File: src/rtl/pid_pkg.sv
// Shared widths, constants and state encoding for the PID controller output path.
package pid_pkg;

  localparam int unsigned IN_W_DEF    = 16;
  localparam int unsigned PWM_W_DEF   = 8;
  localparam int unsigned PRESC_W_DEF = 8;
  localparam int unsigned DT_W_DEF    = 4;

  // Largest duty the driver can apply; pid_controller anti-windup clamps against it.
  localparam int unsigned DUTY_MAX = (1 << PWM_W_DEF) - 1;

  typedef enum logic [2:0] {
    ST_OFF      = 3'd0,
    ST_LO_ON    = 3'd1,
    ST_DT_TO_HI = 3'd2,
    ST_HI_ON    = 3'd3,
    ST_DT_TO_LO = 3'd4
  } pwm_state_e;

endpackage

File: src/rtl/pid_pwm_driver_deadtime.sv
// Complementary gate-drive generator: turns the raw PWM demand into a
// high/low-side pair separated by a programmable dead gap.
module pwm_deadtime_gen
  import pid_pkg::*;
#(
  parameter int unsigned DT_W = DT_W_DEF
) (
  input  logic            clk,
  input  logic            rst,
  input  logic            en,
  input  logic            raw,
  input  logic [DT_W-1:0] dead_time,
  output logic            pwm_hi,
  output logic            pwm_lo
);

  pwm_state_e      state_q;
  pwm_state_e      state_d;
  logic [DT_W-1:0] dt_q;
  logic [DT_W-1:0] dt_d;

  // State, dead counter and gate drives; drives follow the next state so they stay registered.
  always_ff @(posedge clk) begin
    if (rst) begin
      state_q <= ST_OFF;
      dt_q    <= '0;
      pwm_hi  <= 1'b0;
      pwm_lo  <= 1'b0;
    end else begin
      state_q <= state_d;
      dt_q    <= dt_d;
      pwm_hi  <= (state_d == ST_HI_ON);
      pwm_lo  <= (state_d == ST_LO_ON);
    end
  end

  // Next-state logic; a dead gap is abandoned as soon as the demand reverts.
  always_comb begin
    state_d = state_q;
    dt_d    = dt_q;
    if (!en) begin
      state_d = ST_OFF;
      dt_d    = '0;
    end else begin
      case (state_q)
        ST_OFF: begin
          state_d = ST_LO_ON;
        end
        ST_LO_ON: begin
          if (raw) begin
            if (dead_time == '0) begin
              state_d = ST_HI_ON;
            end else begin
              state_d = ST_DT_TO_HI;
              dt_d    = dead_time;
            end
          end
        end
        ST_DT_TO_HI: begin
          if (!raw) begin
            state_d = ST_LO_ON;
            dt_d    = '0;
          end else if (dt_q <= DT_W'(1)) begin
            state_d = ST_HI_ON;
            dt_d    = '0;
          end else begin
            dt_d = dt_q - DT_W'(1);
          end
        end
        ST_HI_ON: begin
          if (!raw) begin
            if (dead_time == '0) begin
              state_d = ST_LO_ON;
            end else begin
              state_d = ST_DT_TO_LO;
              dt_d    = dead_time;
            end
          end
        end
        ST_DT_TO_LO: begin
          if (raw) begin
            state_d = ST_HI_ON;
            dt_d    = '0;
          end else if (dt_q <= DT_W'(1)) begin
            state_d = ST_LO_ON;
            dt_d    = '0;
          end else begin
            dt_d = dt_q - DT_W'(1);
          end
        end
        default: begin
          state_d = ST_OFF;
          dt_d    = '0;
        end
      endcase
    end
  end

endmodule

File: src/rtl/pid_pwm_driver.sv
// PWM output stage for pid_controller: clamps the control word, double-buffers
// the duty at period boundaries and drives a dead-time protected gate pair.
module pid_pwm_driver
  import pid_pkg::*;
#(
  parameter int unsigned IN_W    = IN_W_DEF,
  parameter int unsigned PWM_W   = PWM_W_DEF,
  parameter int unsigned PRESC_W = PRESC_W_DEF,
  parameter int unsigned DT_W    = DT_W_DEF
) (
  input  logic               clk,
  input  logic               rst,
  input  logic               en,
  input  logic [IN_W-1:0]    ctrl_in,
  input  logic               ctrl_valid,
  input  logic [PRESC_W-1:0] prescale,
  input  logic [DT_W-1:0]    dead_time,
  output logic               pwm_hi,
  output logic               pwm_lo,
  output logic               period_start,
  output logic [PWM_W-1:0]   duty_q,
  output logic               sat_hi,
  output logic               sat_lo
);

  localparam logic [PWM_W-1:0] CNT_MAX = '1;

  logic               en_q;
  logic [PRESC_W-1:0] presc_cnt;
  logic [PWM_W-1:0]   cnt;
  logic [PWM_W-1:0]   pend_duty;
  logic               pend_hi;
  logic               pend_lo;

  logic [PWM_W-1:0]   clamp_duty_c;
  logic               clamp_hi_c;
  logic               clamp_lo_c;
  logic               tick_c;
  logic               boundary_c;
  logic               raw_c;

  // Saturating conversion of the signed control word to an unsigned duty.
  always_comb begin
    clamp_duty_c = ctrl_in[PWM_W-1:0];
    clamp_hi_c   = 1'b0;
    clamp_lo_c   = 1'b0;
    if (ctrl_in[IN_W-1]) begin
      clamp_duty_c = '0;
      clamp_lo_c   = 1'b1;
    end else if (|ctrl_in[IN_W-2:PWM_W]) begin
      clamp_duty_c = CNT_MAX;
      clamp_hi_c   = 1'b1;
    end
  end

  // Re-enabling starts a fresh period so a new duty never applies mid-pulse.
  always_comb begin
    tick_c     = en && (presc_cnt == prescale);
    boundary_c = (en && !en_q) || (tick_c && (cnt == CNT_MAX));
    raw_c      = en && (cnt < duty_q);
  end

  always_ff @(posedge clk) begin
    if (rst) begin
      en_q         <= 1'b0;
      presc_cnt    <= '0;
      cnt          <= '0;
      pend_duty    <= '0;
      pend_hi      <= 1'b0;
      pend_lo      <= 1'b0;
      duty_q       <= '0;
      sat_hi       <= 1'b0;
      sat_lo       <= 1'b0;
      period_start <= 1'b0;
    end else begin
      en_q <= en;

      if (!en) begin
        presc_cnt <= '0;
        cnt       <= '0;
      end else if (tick_c) begin
        presc_cnt <= '0;
        cnt       <= cnt + PWM_W'(1);
      end else begin
        presc_cnt <= presc_cnt + PRESC_W'(1);
      end

      // Pending captures regardless of en; a word arriving on a boundary waits a period.
      if (ctrl_valid) begin
        pend_duty <= clamp_duty_c;
        pend_hi   <= clamp_hi_c;
        pend_lo   <= clamp_lo_c;
      end

      period_start <= boundary_c;
      if (boundary_c) begin
        duty_q <= pend_duty;
        sat_hi <= pend_hi;
        sat_lo <= pend_lo;
      end
    end
  end

  pwm_deadtime_gen #(
    .DT_W (DT_W)
  ) u_deadtime (
    .clk       (clk),
    .rst       (rst),
    .en        (en),
    .raw       (raw_c),
    .dead_time (dead_time),
    .pwm_hi    (pwm_hi),
    .pwm_lo    (pwm_lo)
  );

endmodule

File: config.mk
export PLATFORM = sky130hd
export DESIGN_NAME = pid_pwm_driver
export DESIGN_NICKNAME = d
export VERILOG_FILES = /design/src/rtl/pid_pkg.sv /design/src/rtl/pid_pwm_driver_deadtime.sv /design/src/rtl/pid_pwm_driver.sv
export SDC_FILE = /design/constraint.sdc
export NUM_CORES = 1
export LEC_CHECK = 0
export ABC_CLOCK_PERIOD_IN_PS = 5900
export BUFFER_PORTS_ARGS = -buffer_cell sky130_fd_sc_hd__buf_4
export CAP_MARGIN = 5
export CORE_MARGIN = 2
export CORE_UTILIZATION = 58
export DETAILED_ROUTE_END_ITERATION = 7
export PLACE_DENSITY = 0.88
export SLEW_MARGIN = 20
export SYNTH_ARGS = -nofsm -noshare
export SYNTH_HDL_FRONTEND = slang
export SYNTH_HIERARCHICAL = 1
export SYNTH_SLANG_ARGS = --single-unit
File: constraint.sdc
create_clock -name clk -period 5.9 [get_ports clk]
set_input_delay 0.885 -clock clk [delete_from_list [all_inputs] [get_ports clk]]
set_output_delay 0.885 -clock clk [all_outputs]
set_load 0.02 [all_outputs]
Yosys cells after proc, flatten, opt, wreduce, memory -nomap -nowiden:

Cells that the tools add are included.

* bitwise gates (word level): 2
* reduce and logical (&&, ||, !) cells: 12
* muxes and demuxes: 22
* magnitude comparators: 2
* equal/unequal tests: 10
* add/sub/neg operators: 3

Operator list (number)
* $mux W3: 8
* $mux W4: 6
* $pmux W4 S5: 1
* $add A8 B1 Y8 const B: 2
* $mux W8: 2
* $pmux W3 S5: 1
* $eq A3 B2 Y1 const B: 3
* $eq A8 B8 Y1: 1
* $eq A8 B8 Y1 const B: 1
* $lt A8 B8 Y1: 1
* $reduce_or A7 Y1: 1
* $eq A3 B1 Y1 const B: 2
* $le A4 B1 Y1 const B: 1
* $logic_and A1 B1 Y1: 4
* $logic_not A4 Y1: 1
* $mux W1: 4
* $sub A4 B1 Y4 const B: 1
* $eq A3 B3 Y1 const B: 1
* $logic_not A3 Y1: 1
* $reduce_and A3 Y1: 1
* $reduce_or A3 Y1: 1
* $ne A2 B1 Y1 const B: 1
* $ne A2 B2 Y1 const B: 1
* $not A1 Y1: 2
* other kinds (3): 3

* bits of input ports: 32
* logic and storage cells: 65
* register bits after elaboration: 47

Longest topological paths before layout:

* word-level depth: 6
* gate-level depth with buffers: 10
* depth with buffers taken out: 10

By module:

The synthesis kept the hierarchy.

By module, submodules not included
* pid_pwm_driver: instances 1, cells an instance 209, area each 1926.8 µm², sequential area each 760.7 µm²
* pwm_deadtime_gen: instances 1, cells an instance 67, area each 574.3 µm², sequential area each 180.2 µm²

Worst setup path after synthesis:

No wires, ideal clock.

* path kind: input -> register
* start point: input en
* end point: register u_deadtime.dt_q[3]
* path buffers: 0
* required time: 5.825 ns
* data arrival time: 2.469 ns
* setup slack: 3.357 ns
* cell stages on the path: 7
* cells stage by stage: nor2b_1 -> nand3_1 -> o311ai_1 -> and3b_1 -> o21ai_2 -> a211o_1 -> o22ai_1

* cells in the longest elaborated chain, start to end: 3

Ends and longest elaborated chain
* start, declared: line pid_pwm_driver.sv:13 `input logic en,`
* $logic_and A1 B1 Y1 (*): line pid_pwm_driver.sv:60 `raw_c = en && (cnt < duty_q);`
* via raw_c: line pid_pwm_driver.sv:40 `logic raw_c;`
* $mux W4, or another cell as far along: line pid_pwm_driver_deadtime.sv:81 `if (raw) begin`
* $pmux W4 S5 / $reduce_and A3 Y1 (equally long branches)
* end signal, assigned: line pid_pwm_driver_deadtime.sv:31 `dt_q <= dt_d;`
* end, declared: line pid_pwm_driver_deadtime.sv:19 `logic [DT_W-1:0] dt_q;`

The timed path passes the listed nets; every way through them passes the cells marked *.
A chain may end at the register's enable or synchronous reset.

Worst setup path after layout:

* start point: input prescale[7]
* end point: register duty_q[5]

* cells in the longest elaborated chain, start to end: 4

Ends and longest elaborated chain
* start, declared: line pid_pwm_driver.sv:16 `input logic [PRESC_W-1:0] prescale,`
* $eq A8 B8 Y1: line pid_pwm_driver.sv:58 `tick_c = en && (presc_cnt == prescale);`
* $logic_and A1 B1 Y1: line pid_pwm_driver.sv:58
* $logic_and A1 B1 Y1: line pid_pwm_driver.sv:59 `boundary_c = (en && !en_q) || (tick_c && (cnt == CNT_MAX));`
* $logic_or A1 B1 Y1: line pid_pwm_driver.sv:59
* end signal, assigned: line pid_pwm_driver.sv:97 `duty_q <= pend_duty;`
* end, declared: line pid_pwm_driver.sv:21 `output logic [PWM_W-1:0] duty_q,`

No other way between the ends.

==> impl_summary.md <==
Worst setup path
The classification of the worst setup path is primary input to flop. For this run, the slowest stage of the critical path takes 0.86 ns. The startpoint type of the worst setup path is a primary input. The signal on the critical path passes through buf_4, xnor2_1, nand2_1, nor4_2, a41oi_2, mux2i_1. The data arrival at the endpoint of the critical path is 3.10 ns. The number of buffers and inverters on the critical path is 1. The largest fanout of any net on the critical path is 11. STA classifies the critical path endpoint as a flop. The slowest stage of the critical path is the nor4_2 cell.

The cell family contributing the most delay on the critical path is simple AND/OR/NAND/NOR gates. At the worst endpoint, the required time is 6.12 ns.

Detailed routing
The initial detailed-routing violation count is 66. In this run the remaining antenna-violating nets after routing total 0. For this run, design rule violations remaining after detail routing come to 0. Across all layers, the routed design uses 2079 vias. In the final routed layout, each cell accounts on average for 13.7 µm. The first TritonRoute pass finished after 4 iterations. The post-detailed-route via-to-cell ratio is 5.65. The routed design has 5040 µm of wire.

Timing
Derived from the worst setup path, the maximum achievable clock frequency is 347 MHz. The worst path uses 48.9% of the clock period. The worst path in the final design needs a cycle of 2.88 ns, including I/O delays and setup. The headroom to the max-slew limit is 34.3%. The setup violation total in the final timing report is 0.

For the final routed database, the setup TNS stands at 0 ns. The post-route worst setup slack is 3.02 ns. The total count of hold-check failures in the final report came to 0. The worst hold slack after final layout is 0.471 ns. The slew of the pin with the lowest slew margin is 0.977 ns.

The max-slew violation total from the final report was 0. The clock arrives with 0.00755 ns of skew. Setup repair after global routing left no endpoint under its margin.

Finish
The number of antenna diodes in the final layout is 0. The post-synthesis to final-layout area growth is 16.9%. Measured on the finished design, the core utilization comes to 71.5%. The fraction of final layout cells sized beyond drive strength 1 is 20.8%. After the flow finishes, the layout carries non-filler instances totaling 368. Summing all non-filler instances in the final layout gives an area of 2920 µm². The final layout contains 360 nets.

Power and ir drop
Dividing total power by cell area gives a power density of 205 nW/µm². Net switching is 25.1% of the power. The clock network burns 31.1% of the power. The internal power of the cells totals 0.449 mW.

The share of power burned in combinational logic is 13.3%. The completed layout was analyzed and its total power is 0.600 mW. The total net switching power is 0.151 mW.

Sequential cells account for 55.7% of the total power. The analysis attributes to cell leakage a power of 1.18 nW. The worst-case IR drop observed on VDD is 0.195 mV.

Floorplanning
The starting density of the core is 61.2%. The die width is 69.7 µm. From bottom edge to top edge, the die measures 69.7 µm. The number of top-level pins is 45. The area of the die is 4850 µm². The core area is 4090 µm².

The floorplan has 23 rows.

Global route
Entering global routing, the biggest net connects 35 pins. The wire length of the first global-routing pass is 8570 µm. After global routing the overflow that remains totals 0. The initial antenna violation count was 0. The via count of the first global-routing pass is 1998. In the global route stage, overall resource usage came out at 21.7%.

Clocking
The root buffer cell is clkbuf_8. The number of gates resized after cts is 0. The H-tree level count is 2. The post-CTS setup buffer count is 0. Clock tree synthesis found a total of 47 sinks. TritonCTS created 5 clock buffers. The clock passes through at most 2 buffers. The CTS tree is built. Clock-pin slew was measured on the worst setup and hold paths at 0.08 ns. For the worst-skew pair, the clock arrives at the later sink with an insertion delay of 0.30 ns. The count of hold buffers inserted by post-cts repair is 0.

Min path
The worst hold path belongs to the class flop to flop.

Yosys
By instance count, the leading cell after synthesis is dfxtp_1. The area share of the largest cell type after synthesis is 37.6%. Among all flip-flop cells after synthesis, the most frequent one is dfxtp_1. Averaged over all synthesized cells, the footprint is 9.06 µm². The mapped netlist covers 2500 µm². Sequential cells were found to cover 37.6% of the synthesized design area.

The Yosys warning count is 6. Yosys mapped a number of flops with a built-in enable equal to 0. The leading area contributor after synthesis is dfxtp_1. Synthesis produced a netlist with a net count of 319. The count of different cell masters after synthesis is 52. The cell count after synthesis came out at 276.

Ranked by instance count, the synthesized netlist is headed by dfxtp_1 (47), nand2b_1 (25), a21oi_1 (24), nor2_1 (19), inv_1 (18). Sorting the synthesized cells by area gives the leading types as dfxtp_1 (38%), nand2b_1 (6.3%), ha_1 (5.5%). Of all flip-flops after synthesis, the portion carrying an async set or reset was 0%. The synthesized flop and latch total is 47.

Place
At the end of routability-driven placement, the weighted congestion stood at 0.797. The worst slack after detailed placement is 2.77 ns. During placement, the flow inserted port buffers numbering 44. The cell count after placement is 360.

In this run the cell area measured after placement is 2840 µm². The final HPWL from detailed placement is 3820 µm.

Outcome
The flow ran to the end, and the final reports show no timing, DRC or antenna violations.

Flow run
The max-capacitance violation count is 0.
==> cell usage in the layout (no fill, tap or decap), types with 2 or more instances in the layout <==
cell / count
buf_4: 44
o22ai_1: 2
ha_1: 11
nand2_1: 7
o21ai_0: 2
nor2b_1: 15
nand4_1: 3
inv_1: 18
o21a_1: 2
a31o_1: 3
and2_1: 4
nor4_2: 2
a32oi_1: 2
a21oi_1: 24
nor2_1: 19
o21ai_2: 2
nand2b_1: 25
and3b_1: 3
o2bb2ai_1: 2
xor2_1: 6
xnor2_1: 9
a21o_1: 2
and3_1: 4
nor3_1: 3
clkbuf_8: 5
mux2i_1: 12
a22oi_1: 4
nand3_1: 10
or4_4: 2
dfxtp_1: 47
==> registers in the layout (all words and copies together) (netlist names) <==
register	cells
pend_hi	1
u_deadtime/state_q	3
u_deadtime/dt_q	4
period_start	1
u_deadtime/pwm_hi	1
cnt	8
presc_cnt	8
pend_duty	8
sat_lo	1
sat_hi	1
pend_lo	1
u_deadtime/pwm_lo	1
duty_q	8
en_q	1
==> area by class of cell <==
type                            count  area [µm²]
Clock buffer                        6        72.6
Multi-Input combinational cell    200        1430
Sequential cell                    47         941
Tap cell                           50        62.6
Fill cell                         313        1160
Timing Repair Buffer               44         330
Clock inverter                      2        12.5
Inverter                           19        71.3
==> path summary, 6_finish.rpt <==
path	start	endpoint	cells past startpoint	slack (ns)
max	prescale[7]	duty_q[5]$_SDFFE_PP0P_	6	3.02
min	pend_hi$_SDFFE_PP0P_	sat_hi$_SDFFE_PP0P_	2	0.47
min reg2reg	pend_hi$_SDFFE_PP0P_	sat_hi$_SDFFE_PP0P_	2	0.47
max reg2reg	duty_q[1]$_SDFFE_PP0P_	u_deadtime/dt_q[2]$_SDFFE_PP0P_	10	3.07
==> power groups by stage <==
stage / registers (mW) / clock network [mW] / logic [mW]
2_1_floorplan: 0.344 / 0 / 0.0445
3_3_place_gp: 0.341 / 0 / 0.0775
3_5_place_dp: 0.341 / 0 / 0.0795
4_1_cts: 0.334 / 0.191 / 0.0801
5_1_grt: 0.335 / 0.202 / 0.0875
6_report: 0.334 / 0.186 / 0.0797
==> logic make-up (layout without fill, tap and decap cells) <==
kind of cell,count (synthesis),count (layout),share of synthesized area [%]
AO/OA/AOI/OAI,58,58,17.4
XOR/XNOR,15,15,5.25
adder cells (fa/ha/maj),11,11,5.50
buffers and inverters,29,71,5.10
flip-flops,47,47,37.6
multiplexers,12,12,4.80
AND/OR/NAND/NOR,104,104,24.4
==> worst register-to-register path, delay by kind of cell, from the launching register on <==
kind,cells,cell delay [ns]
compound gates,6,1.69
fa+ha+maj,1,0.29
buf+inv,1,0.06
flops,1,0.38
simple gates,2,0.37
==> metal layers <==
| metal | vias to the layer above | GRT usage (%) | wire length (µm) |
|---|---|---|---|
| met3 | 13 | 4.80 | 279 |
| met4 | 0 | 9.83 | 122 |
| met2 | 63 | 36.8 | 2500 |
| met1 | 958 | 26.2 | 2140 |
| met5 | - | 0 | 0 |
| li1 | 1045 | - | - |
No activity file was read; power rests on OpenSTA's default activity.
